**src/rtl/counter_event_tx.sv**
```systemverilog
// Source-side transmitter for one counter channel: accumulates event strobes
// and ships each pending count across a 4-phase req/ack handshake.
module counter_event_tx #(
  parameter int CNT_W       = 8,
  parameter int SYNC_STAGES = 2
) (
  input  logic             i_clk_din,
  input  logic             i_rstn_din,
  input  logic             i_event,
  input  logic             i_ack,
  input  logic             i_ovf_clr,
  output logic             o_req,
  output logic [CNT_W-1:0] o_data,
  output logic [CNT_W-1:0] o_pending,
  output logic             o_busy,
  output logic             o_overflow
);

  typedef enum logic [1:0] {
    IDLE     = 2'd0,
    REQ      = 2'd1,
    WAIT_LOW = 2'd2
  } state_t;

  localparam logic [CNT_W-1:0] CNT_MAX = '1;
  localparam logic [CNT_W-1:0] CNT_ONE = CNT_W'(1);

  state_t                 state;
  state_t                 state_next;
  logic [SYNC_STAGES-1:0] ack_sync;
  logic                   ack_s;
  logic                   launch;
  logic [CNT_W-1:0]       acc;
  logic [CNT_W-1:0]       acc_base;
  logic [CNT_W-1:0]       acc_next;
  logic                   ovf_set;

  // i_ack is asynchronous; only the last synchronizer stage is ever used
  always_ff @(posedge i_clk_din or negedge i_rstn_din) begin
    if (!i_rstn_din) begin
      ack_sync <= '0;
    end else begin
      ack_sync <= {ack_sync[SYNC_STAGES-2:0], i_ack};
    end
  end

  assign ack_s = ack_sync[SYNC_STAGES-1];

  always_ff @(posedge i_clk_din or negedge i_rstn_din) begin
    if (!i_rstn_din) begin
      state <= IDLE;
    end else begin
      state <= state_next;
    end
  end

  always_comb begin
    state_next = state;
    launch     = 1'b0;
    case (state)
      IDLE: begin
        if (acc != '0) begin
          launch     = 1'b1;
          state_next = REQ;
        end
      end
      REQ:      if (ack_s)  state_next = WAIT_LOW;
      WAIT_LOW: if (!ack_s) state_next = IDLE;
      default:  state_next = IDLE;
    endcase
  end

  // A launch empties the accumulator, so an event in the launch cycle lands in a fresh count
  always_comb begin
    acc_base = launch ? '0 : acc;
    acc_next = acc_base;
    ovf_set  = 1'b0;
    if (i_event) begin
      if (acc_base == CNT_MAX) begin
        ovf_set = 1'b1;
      end else begin
        acc_next = acc_base + CNT_ONE;
      end
    end
  end

  always_ff @(posedge i_clk_din or negedge i_rstn_din) begin
    if (!i_rstn_din) begin
      o_req      <= 1'b0;
      o_busy     <= 1'b0;
      o_data     <= '0;
      acc        <= '0;
      o_overflow <= 1'b0;
    end else begin
      o_req      <= (state_next == REQ);
      o_busy     <= (state_next != IDLE);
      if (launch) begin
        o_data <= acc;
      end
      acc        <= acc_next;
      o_overflow <= ovf_set | (o_overflow & ~i_ovf_clr);
    end
  end

  assign o_pending = acc;

endmodule

```
**config.mk**
```make
export PLATFORM = sky130hd
export DESIGN_NAME = counter_event_tx
export DESIGN_NICKNAME = d
export VERILOG_FILES = /design/src/rtl/counter_event_tx.sv
export SDC_FILE = /design/constraint.sdc
export NUM_CORES = 1
export LEC_CHECK = 0
export CORE_MARGIN = 4
export CORE_UTILIZATION = 35
export DETAILED_ROUTE_END_ITERATION = 6
export PLACE_DENSITY_LB_ADDON = 0.25
export SYNTH_ARGS = -nofsm -noshare
export SYNTH_HDL_FRONTEND = slang
export SYNTH_SLANG_ARGS = --single-unit
export TNS_END_PERCENT = 20
```
**constraint.sdc**
```tcl
create_clock -name i_clk_din -period 1.95 [get_ports i_clk_din]
set_input_delay 0.39 -clock i_clk_din [delete_from_list [all_inputs] [get_ports i_clk_din]]
set_output_delay 0.39 -clock i_clk_din [all_outputs]
set_load 0.02 [all_outputs]
```
==> metrics.md <==
| Metric | Value |
|---|---|
| EDFF count, synth | `0` |
| Pin count of the biggest net entering global routing | `24` |
| CP arrival | `1.48 ns` |
| Final Worst Setup Slack | `0.0840 ns` |
| Worst hold path class | `reg2reg` |
| Synth Flop Type | `dfrtp_1` |
| Crit-path cells | `clkdlybuf4s50_1` |
| Final ANT Viol Nets | `0` |
| Tcrit/Tclk final | `95.7%` |
| Post-synth top area cell | `dfrtp_1` |
| IO Count | `24` |
| Clk_skew | `0.00130 ns` |
| HP Start | `ack_sync[0]$_DFF_PN0_` |
| Yosys reg bits | `23` |
| Finished Layout Cells | `139` |
| Setup TNS | `0 ns` |
| Worst r2r src | `o_pending[1]$_DFF_PN0_` |
| Die H | `61.2 um` |
| CP Launch Point | `o_pending[3]$_DFF_PN0_` |
| Drt drc | `0` |
| Layout cells sized above 1 | `21.3%` |
| Synth async-reset ratio | `100%` |
| Final min period | `1.87 ns` |
| Largest driver fanout on the critical path | `8` |
| Initial drt markers | `13` |
| Vias per std cell | `5.37` |
| Wire per inst | `14.4 um` |
| Placed instance count | `135` |
| Buffers and inverters on the worst path | `1` |
| Worst-skew pair later-pin latency | `0.31 ns` |
| Most common cell in the netlist | `dfrtp_1` |
| Unique masters post-synth | `33` |
| GR Util All Layers | `11.5%` |
| Gr ovfl total | `0` |
| Seq pwr share | `42.1%` |
| Final hold violations | `0` |
| Initial Util | `36.2%` |
| Status | `complete, no violations` |
| Cell Area, Synth | `991 sq um` |
| Post-place setup slack | `0.161 ns` |
| Top cells by count, synth | `23 x dfrtp_1, 7 x mux2_2, 5 x a21oi_1` |
| Synthesized netlist cell count | `80` |
| Synth top area cells | `dfrtp_1 58%, mux2_2 8.0%, a211oi_2 2.5%` |
| PortBufs | `23` |
| Clock transition at path regs | `0.12 ns` |
| Final setup vio count | `0` |
| Clock power share | `14.1%` |
| Vias in the first global route | `694` |
| Area grow syn2layout | `30.6%` |
| Final WL | `2.01 mm` |
| HPWL after DPL | `1.40 mm` |
| Seq/Total Area, Yosys | `58.1%` |
| CTS tree | `done` |
| RSZ-0062 raised after global routing | `false` |
| First-pass GRT wire length | `3.17 mm` |
| FMAX | `536 MHz` |
| Clock Tree Buf Depth | `2` |
| Register area | `577 sq um` |
| Internal | `0.999 mW` |
| Die area | `3750 sq um` |
| Critical Path Max Stage Delay | `0.66 ns` |
| Vias | `746` |
| Relative slew margins | `73.1%` |
| Peak VDD IR | `0.800 mV` |
| Area of the multi-input gates | `369 sq um` |
| Switching Share | `35.9%` |
| PD cells | `1200 nW/um^2` |
| Leak | `0.541 nW` |
| Final net count | `114` |
| Max_cap viols | `0` |
| CP max stage cell | `clkdlybuf4s50_1` |
| Syn_area_per_cell | `12.4 sq um` |
| Worst Tran Pin Value | `0.401 ns` |
| Filler instances | `251` |
| DR pass1 iterations | `4` |
| Sw Pwr | `0.559 mW` |
| Gpl congestion | `0.756` |
| Combinational power share | `43.8%` |
| Critical Path Sink Type | `output port` |
| Yosys Warn Count | `0` |
| Critical Path RT | `1.56 ns` |
| Crit Path Class | `reg2out` |
| Std cell rows | `19` |
| Top-area cell type share of the netlist area | `58.1%` |
| Pins Over Slew Limit | `0` |
| Initial antenna violation count | `0` |
| Die Width | `61.2 um` |
| Cell family with most CP delay | `buffers and inverters` |
| Net count after synthesis | `85` |
| CTS root buf | `clkbuf_4` |
| TritonCTS Buffers | `3` |
| Clock Sinks | `23` |
| Antenna Diode Count | `0` |
| Startpoint types | `flop` |
| Core box area | `2730 sq um` |
| H-Tree Depth | `1` |
| Post-CTS Hold Buffers | `0` |
## path summary, 6_finish.rpt
path                                           to  slack (ns)  depth (start not counted)
setup / recovery                     o_pending[3]        0.08                          1
hold / removal              ack_sync[1]$_DFF_PN0_        0.37                          0
setup reg to reg            o_data[3]$_DFFE_PN0P_        0.36                          4
hold reg to reg             ack_sync[1]$_DFF_PN0_        0.37                          0
max in group asynchronous  o_pending[4]$_DFF_PN0_        1.29                          2
min in group asynchronous    o_overflow$_DFF_PN0_        0.42                          2
## stage by stage
step / utilization (%) / total power [mW] / hold WS (ns) / cell area [sq um]
4_1_cts: 47.3 / 1.57 / 0.380 / 1290
6_report: 47.3 / 1.56 / 0.373 / 1290
2_1_floorplan: - / 1.09 / 0.0944 / 991
3_5_place_dp: 46.3 / 1.36 / 0.351 / 1270
3_3_place_gp: 46.3 / 1.36 / 0.333 / 1270
5_1_grt: 47.3 / 1.66 / 0.382 / 1290
## per-layer routing
layer / up-vias / track usage (%) / part of all wire, %
met4: 0 / 5.57 / 2.1
met3: 5 / 2.31 / 6.1
met2: 30 / 16.3 / 46
li1: 349 / - / -
met5: - / 0 / 0
met1: 362 / 16.8 / 46
## logic make-up after synthesis
kind of cell    count (synthesis)  share of synthesized area, %
compound gates                 19                          14.5
buf+inv                         8                          4.67
simple gates                   22                          13.6
flops                          23                          58.1
mux                             8                          9.09
## power by group through the flow
stage | Clock [mW] | Combinational, mW | Sequential, mW
6_report | 0.220 | 0.682 | 0.656
2_1_floorplan | 0 | 0.342 | 0.748
5_1_grt | 0.249 | 0.743 | 0.671
3_3_place_gp | 0 | 0.692 | 0.665
4_1_cts | 0.226 | 0.691 | 0.656
3_5_place_dp | 0 | 0.690 | 0.666
## final cells by class
type,instances,share of cell area (%)
clock buffer,4,2.03
inverter,4,1.16
multi-input combinational,49,28.5
sequential,23,44.6
tap,31,3.00
timing repair buffer,28,20.7
## what timing repair did
item                                    in CTS  in global routing
gates resized for setup                      0                  1
setup buffers                                0                  0
endpoints found under the setup margin       0                  1
## registers in the layout, indices dropped and copies added (netlist names)
name        count
o_busy          1
o_req           1
o_data          8
o_pending       8
o_overflow      1
state           2
ack_sync        2
## cell usage in the layout (no fill, tap or decap), drive strengths merged
cell / synthesis / routed
mux2: 8 / 8
o22ai: 1 / 1
a21oi: 6 / 6
dfrtp: 23 / 23
clkbuf: 1 / 4
o221ai: 1 / 1
clkdlybuf4s50: 0 / 23
and3: 2 / 2
a31oi: 1 / 1
a41oi: 1 / 1
nor2: 3 / 3
nand4: 1 / 1
nor3: 2 / 2
a21boi: 1 / 1
inv: 4 / 4
o21bai: 2 / 2
nand2: 2 / 2
a311oi: 1 / 1
or2: 2 / 2
or4: 2 / 2
nand2b: 2 / 2
and4: 1 / 1
a211oi: 2 / 2
nor4: 3 / 3
o21ai: 2 / 2
buf: 3 / 5
nand3: 2 / 2
o21a: 1 / 1
Power figures use the tool's default switching activity.
==> RTL edit (config.mk and constraints unchanged) <==
Change the parameter `CNT_W` from 8 to 7.
--- a/src/rtl/counter_event_tx.sv
+++ b/src/rtl/counter_event_tx.sv
@@ -1,7 +1,7 @@
 // Source-side transmitter for one counter channel: accumulates event strobes
 // and ships each pending count across a 4-phase req/ack handshake.
 module counter_event_tx #(
-  parameter int CNT_W       = 8,
+  parameter int CNT_W       = 7,
   parameter int SYNC_STAGES = 2
 ) (
   input  logic             i_clk_din,
Interface: changed (resized o_data and o_pending); port bits go from 24 to 22. No check against the original RTL was run, so the function may have changed too.
==> RTL edit against the original RTL <==
- wire length is 7.4% lower
- final cell count is 2.9% lower
- power is 2.2% higher
- setup slack better by 0.047 ns
- sequential share of layout area is 3.4 points lower
- sequential cell count is 2 lower
- register-to-register slack worse by 0.21 ns
- design area is 1.3% lower
- count of clock-buffer cells in the layout stayed put
- synthesized area is 5.8% lower
- critical path depth is 1 higher
- critical endpoint unchanged
- largest cell class unchanged
==> RTL edit: results (changes against the original RTL) <==
Synth Area in XOR/XNOR 2.82% (+2.8 points); Seq/Total Area, Yosys 56.3% (-1.8 points); Leak 0.560 nW (+3.5%); Clock Skew 0.00240 ns (+0.00109 ns); fraction of area in registers 41.1% (-3.4 points); Rel. slew slack 72.0% (-1.0 points); clock network area share 2.06% (+0.026 points); non-clk buf share 21.7% (+1.0 points); share of cells above drive strength 1 24.8% (+3.5 points); # nets final 112 (-1.8%); Logic power comb 792 µW (+16%); Synthesized Nets 81 (-4.7%); RR Endpoint o_pending[1]; dpl hpwl 1370 µm (-2.7%); worst r2r src state[1]; Non-clk invs 3 (-1); first-pass GRT wire length 3070 µm (-3.3%); M1 GR Usage 15.9% (-0.89 points); Design Area, Final 1280 µm² (-1.3%); multiplexer area fraction after synthesis 10.9% (+1.8 points); clk sinks 21 (-8.7%); number of non-clock buffers 30 (+7.1%); M2 GR Usage 17.1% (+0.82 points); met3 WL 125 µm (+2.5%); Filler Cell Count 223 (-11%); Comb pwr share 49.8% (+6.0 points); met3 GRT Util 5.01% (+2.7 points); maximum vdd drop 0.751 mV (-6.1%); number of I/O port buffers 21 (-8.7%); Post-synth top cells 21 x dfrtp_1, 6 x mux2_4, 4 x nand2_1; wire per inst 13.8 µm (-4.6%); multi-input logic portion of the cell area 31.2% (+2.7 points); met1 WL 880 µm (-4.1%); Register-to-Register Path Depth 6 (+2); routed wl met2 832 µm (-9.8%); via/cell ratio 4.99 (-7.1%); iteration count of the initial detailed-routing pass 3 (-1); status completed; post-synth cell types 30 (-9.1%)
## RTL edit: cell count changes after synthesis, moves of 3 or more
cell,unedited run,this run
a21oi_1,5,1
mux2_4,0,6
o211ai_1,0,3
and2_1,0,3
a211oi_1,0,3
nor4_1,3,0
mux2_2,7,1
## RTL edit: stage by stage
step                      worst slack [ns]  instances  util (%)  total power, mW
final                                0.131        135      51.1             1.59
after global routing                0.0423        135      51.1             1.69
after CTS                            0.111        135      51.1             1.62
after detailed placement             0.177        131      50.1             1.40
after global placement               0.215        131      50.1             1.39
after floorplan                     0.0427         75         -             1.18
## RTL edit: worst min-delay path by stage
stage                   to        start
2_1_floorplan  ack_sync[0]   i_rstn_din
3_3_place_gp   ack_sync[1]  ack_sync[0]
3_5_place_dp   ack_sync[1]  ack_sync[0]
4_1_cts        ack_sync[1]  ack_sync[0]
5_1_grt        ack_sync[1]  ack_sync[0]
6_report       ack_sync[1]  ack_sync[0]
